[config.mk]
export PLATFORM = sky130hd
export DESIGN_NAME = frame_capture_ctrl
export DESIGN_NICKNAME = d
export VERILOG_FILES = /design/src/rtl/frame_capture_ctrl.sv
export SDC_FILE = /design/constraint.sdc
export NUM_CORES = 1
export LEC_CHECK = 0
export ABC_AREA = 0
export CAP_MARGIN = 40
export CORE_MARGIN = 4
export CORE_UTILIZATION = 35
export CTS_CLUSTER_SIZE = 30
export DETAILED_ROUTE_END_ITERATION = 16
export GPL_TIMING_DRIVEN = 0
export SLEW_MARGIN = 20
export SYNTH_ARGS = -nofsm -noshare
export SYNTH_HDL_FRONTEND = slang
export SYNTH_SLANG_ARGS = --single-unit
[constraint.sdc]
create_clock -name clk -period 4.9 [get_ports clk]
set_clock_uncertainty 0.1 [all_clocks]
set_input_delay 0.735 -clock clk [delete_from_list [all_inputs] [get_ports clk]]
set_output_delay 0.735 -clock clk [all_outputs]
set_load 0.005 [all_outputs]
[src/rtl/frame_capture_ctrl.sv]
// frame_capture_ctrl: captures one selected frame from a vsync/href/gray
// stream and turns it into BMP-ordered write strobes and byte addresses.
// Each row starts at a multiple of the padded stride S = (width*3+3) & ~3.
// Optional feature: define CAP_LINE_CHECK_EN to flag a line whose length
// differs from img_width as an error (err=2).
module frame_capture_ctrl #(
  parameter int unsigned AW    = 32,
  parameter int unsigned DIM_W = 12
) (
  input  logic             clk,
  input  logic             rst_n,
  input  logic             start,
  input  logic [3:0]       frame_sel,
  input  logic [DIM_W-1:0] img_width,
  input  logic [DIM_W-1:0] img_height,
  input  logic             in_vsync,
  input  logic             in_href,
  input  logic [7:0]       in_data,
  output logic             wr_en,
  output logic [AW-1:0]    wr_addr,
  output logic [23:0]      wr_data,
  output logic             busy,
  output logic             done,
  output logic [1:0]       err
);

  typedef enum logic [2:0] {
    S_IDLE,
    S_WAIT,
    S_CAPTURE,
    S_DONE,
    S_ERROR
  } state_e;

  state_e           state_q;
  logic             vs_q, hs_q;
  logic [3:0]       sel_q, fcnt_q;
  logic [DIM_W-1:0] width_q, height_q, pix_q, line_q;
  logic [AW-1:0]    stride_q, base_q, off_q;
  logic             wr_en_q, busy_q, done_q;
  logic [AW-1:0]    wr_addr_q;
  logic [23:0]      wr_data_q;
  logic [1:0]       err_q;

  logic             vs_rise, hs_fall, line_last, line_bad, can_start;
  logic             cap_active, pix_wr;
  logic [AW-1:0]    stride_d;

  // Edge detects, start qualification, stride setup and pixel-write decode
  always_comb begin
    vs_rise   = in_vsync & ~vs_q;
    hs_fall   = ~in_href & hs_q;
    line_last = (line_q + DIM_W'(1)) == height_q;
`ifdef CAP_LINE_CHECK_EN
    line_bad  = pix_q != width_q;
`else
    line_bad  = 1'b0;
`endif
    can_start = start & ((state_q == S_IDLE) | (state_q == S_DONE) |
                         (state_q == S_ERROR));
    stride_d  = ((AW'(img_width) * AW'(3)) + AW'(3)) & ~AW'(3);
    // The vsync edge that selects the frame already captures a pixel
    // presented in that same cycle; counters are still cleared from start.
    cap_active = (state_q == S_CAPTURE) |
                 ((state_q == S_WAIT) & vs_rise & (fcnt_q == sel_q));
    pix_wr     = cap_active & in_href & (pix_q < width_q);
  end

  // Capture FSM, address counters and registered write-port outputs
  always_ff @(posedge clk or negedge rst_n) begin
    if (!rst_n) begin
      state_q   <= S_IDLE;
      vs_q      <= 1'b0;
      hs_q      <= 1'b0;
      sel_q     <= '0;
      fcnt_q    <= '0;
      width_q   <= '0;
      height_q  <= '0;
      pix_q     <= '0;
      line_q    <= '0;
      stride_q  <= '0;
      base_q    <= '0;
      off_q     <= '0;
      wr_en_q   <= 1'b0;
      wr_addr_q <= '0;
      wr_data_q <= '0;
      busy_q    <= 1'b0;
      done_q    <= 1'b0;
      err_q     <= '0;
    end else begin
      vs_q    <= in_vsync;
      hs_q    <= in_href;
      wr_en_q <= pix_wr;
      if (pix_wr) begin
        wr_addr_q <= base_q + off_q;
        wr_data_q <= {3{in_data}};
        off_q     <= off_q + AW'(3);
      end
      // Pixel count includes dropped pixels so the optional length check
      // sees the true line length; it saturates instead of wrapping.
      if (cap_active && in_href && (pix_q != '1)) begin
        pix_q <= pix_q + DIM_W'(1);
      end

      case (state_q)
        S_IDLE, S_DONE, S_ERROR: begin
          if (can_start) begin
            state_q  <= S_WAIT;
            sel_q    <= frame_sel;
            width_q  <= img_width;
            height_q <= img_height;
            stride_q <= stride_d;
            fcnt_q   <= '0;
            pix_q    <= '0;
            line_q   <= '0;
            base_q   <= '0;
            off_q    <= '0;
            busy_q   <= 1'b1;
            done_q   <= 1'b0;
            err_q    <= '0;
          end
        end
        S_WAIT: begin
          if (vs_rise) begin
            fcnt_q <= fcnt_q + 4'd1;
            if (fcnt_q == sel_q) begin
              state_q <= S_CAPTURE;
            end
          end
        end
        S_CAPTURE: begin
          if (hs_fall) begin
            if (line_bad) begin
              state_q <= S_ERROR;
              busy_q  <= 1'b0;
              err_q   <= 2'd2;
            end else begin
              // Line completion is resolved before a coincident vsync edge.
              line_q <= line_q + DIM_W'(1);
              pix_q  <= '0;
              off_q  <= '0;
              base_q <= base_q + stride_q;
              if (line_last) begin
                state_q <= S_DONE;
                busy_q  <= 1'b0;
                done_q  <= 1'b1;
              end else if (vs_rise) begin
                state_q <= S_ERROR;
                busy_q  <= 1'b0;
                err_q   <= 2'd1;
              end
            end
          end else if (vs_rise) begin
            state_q <= S_ERROR;
            busy_q  <= 1'b0;
            err_q   <= 2'd1;
          end
        end
        default: begin
          state_q <= S_IDLE;
          busy_q  <= 1'b0;
          done_q  <= 1'b0;
        end
      endcase
    end
  end

  assign wr_en   = wr_en_q;
  assign wr_addr = wr_addr_q;
  assign wr_data = wr_data_q;
  assign busy    = busy_q;
  assign done    = done_q;
  assign err     = err_q;

endmodule
==> flow_summary_export.csv <==
group,metric,value,unit
run_status,outcome,"finished clean",
cells_and_area,multi_input_comb_area,6050,µm²
timing,setup_total_negative_slack,0,ns
cells_and_area,mostFrequentLayoutCell,"dfrtp_1",
cts,root_buffer,"clkbuf_16",
run,cap_violations,0,
cts,cts.htree.levels,4,
synthesis,yosysWarnings,0,
power_and_ir_drop,vdd_ir_drop_max,0.265,mV
floorplan,initial_utilization,0.357,
place,gp_congestion,0.852,
cells_and_area,layout_common_cells,"dfrtp_1 (179), nand2_1 (172), o21ai_0 (120)",
routing,viasPerCell,5.24,
cells_and_area,n_antenna_cell,0,
cts,cts_resized,0,
synthesis,ys_seq_elements,179,
cts,clk_latency,0.44,ns
floorplan,core,30800,µm²
worst_setup_path,setup.worst_path.end_class,"register",
synthesis,ys.flop_type,"dfrtp_1",
cells_and_area,seqCellArea,4480,µm²
power_and_ir_drop,leakagePower,0.00578,µW
worst_setup_path,path_max_fanout,10,
floorplan,die-area,34400,µm²
floorplan,io_pins,102,
routing,met3_length,1170,µm
cts,clock-sinks,179,
floorplan,die_h,185,µm
floorplan,row_count,64,
cts,clk_path_buf_depth,2,
timing,rsz0062_at_grt,"false",
timing,setup_viol,0,
worst_setup_path,cp-start-kind,"primary input",
place,portBuffers,100,
timing,relSlewSlack,0.430,
grt,antenna_found_initial,0,
synthesis,synthArstFlopShare,1.00,
routing,drt_iter0_drc,518,
worst_setup_path,criticalPathCategory,"primary input to register",
cts,path_clk_slew,0.08,ns
place,hpwl,20800,µm
timing,worst_pin_slew,0.853,ns
synthesis,synth_top_cell_by_area,"dfrtp_1",
cells_and_area,n_fill_cell,3036,
synthesis,synth-edff-count,0,
synthesis,avgSynthCellArea,8.98,µm²
cells_and_area,areaGrowthSynthToFinish,19.3,%
cells_and_area,final_cells,1757,
synthesis,synth.distinct_cells,70,
cells_and_area,drive_above_1_share,0.0602,
routing,wire_per_inst,15.7,µm
cts,cts_buffers,17,
timing,post-route-period-util,0.761,
cells_and_area,nets,1468,
place,dp.cells,1725,
routing,wl_met1,13700,µm
routing,first_pass_iters,5,
routing,ant_nets,0,
routing,drc_errors,0,
routing,drt_wl_total,27600,µm
floorplan,die_w,185,µm
timing,finalHoldViolCount,0,
worst_setup_path,crit_required,5.08,ns
timing,fmax,268,MHz
power_and_ir_drop,powerDensity,398,nW/µm²
timing,slew_violations,0,
grt,grt-ovfl-total,0,
cts,holdBufCountCts,0,
cts,cts_tree,"built",
grt,grt_pass1_vias,8811,
timing,period_minus_slack,3.73,ns
grt,grt_pass1_wl,45900,µm
synthesis,syn_area,11000,µm²
grt,track_usage,0.165,
cts,post_cts_buffers,0,
synthesis,synthCells,1226,
worst_hold_path,min_path_type,"primary input to asynchronous set/reset pin",
place,place_ws,0.727,ns
routing,wl_met2,12500,µm
routing,highest_layer,"met4",
synthesis,yosysTopAreaCellShare,0.407,
routing,vias,9198,
synthesis,synth_area_leaders,"dfrtp_1 (41%), ha_1 (8.9%), nand2_1 (5.9%), o21ai_0 (5.5%), xnor2_1 (5.2%)",
grt,grt_start_max_net_pins,93,
worst_setup_path,cp.arrival,3.91,ns
synthesis,ys_seq_area_frac,0.407,
timing,setup_ws,1.17,ns
state kept, by name, indices dropped and copies added, names as in the netlist, 3 cells and up:
signal	cells
base_q	30
fcnt_q	4
height_q	12
line_q	12
off_q	32
pix_q	12
sel_q	4
state_q	3
stride_q	12
width_q	12
wr_addr	32
wr_data	8
cells by family after synthesis:
logic type	share of synthesized area
adder cells (fa/ha/maj)	0.0905
AND/OR/NAND/NOR	0.195
buffers and inverters	0.0443
AO/OA/AOI/OAI	0.160
other	0.000341
XOR/XNOR	0.0891
flip-flops	0.407
multiplexers	0.0149
cells in the mapped netlist (17+ instances only):
cell,instances
xor2_1,47
clkbuf_1,43
and3_1,18
inv_1,45
nor2_1,93
nand3_1,33
nor4_1,18
a21oi_1,59
dfrtp_1,179
o21ai_0,120
ha_1,78
buf_4,17
xnor2_1,65
nand2_1,172
layout make-up:
cell class | instances | share of cell area
inverter | 46 | 0.0132
buffer | 66 | 0.0240
multi-input combinational | 936 | 0.461
sequential | 179 | 0.341
clock inverter | 13 | 0.00886
timing repair buffer | 102 | 0.0808
clock buffer | 19 | 0.0337
tap | 396 | 0.0377
worst paths after layout:
path / slack (ns) / startpoint / to / cells past startpoint
min in group clk: 0.38 / wr_addr[7] / wr_addr[7] / 2
max: 1.17 / start / base_q[29] / 10
max in group asynchronous: 3.59 / rst_n / base_q[28] / 3
max reg2reg: 1.48 / state_q[2] / wr_addr[29] / 10
min reg2reg: 0.38 / wr_addr[7] / wr_addr[7] / 2
min: 0.02 / rst_n / width_q[0] / 1
metal layers:
layer | track usage | up-vias
met1 | 0.238 | 4411
met4 | 0.0346 | 0
met5 | 0 | -
met2 | 0.263 | 201
li1 | - | 4566
met3 | 0.0245 | 20
worst max-delay path, cell delays in order:
cell	delay [ns]
clkdlybuf4s50_1	0.62
nor2b_1	0.29
a31oi_1	0.11
o22ai_2	0.45
o211ai_1	0.31
a21oi_1	0.58
clkbuf_1	0.41
o21ai_0	0.18
xor2_1	0.17
nor2_1	0.05
power breakdown:
part           internal [µW]  switching (µW)
logic                    860            1040
clock network            682             643
registers               1770             235
metrics by stage:
step,power (µW),utilization,instance area [µm²],hold slack [ns]
2_1_floorplan,3160,-,11000,0.339
3_3_place_gp,3890,0.406,12500,0.363
3_5_place_dp,3940,0.408,12600,0.371
4_1_cts,5290,0.426,13100,0.0131
5_1_grt,5620,0.426,13100,0.0126
6_report,5230,0.426,13100,0.0186
No activity file was read; power rests on OpenSTA's default activity.
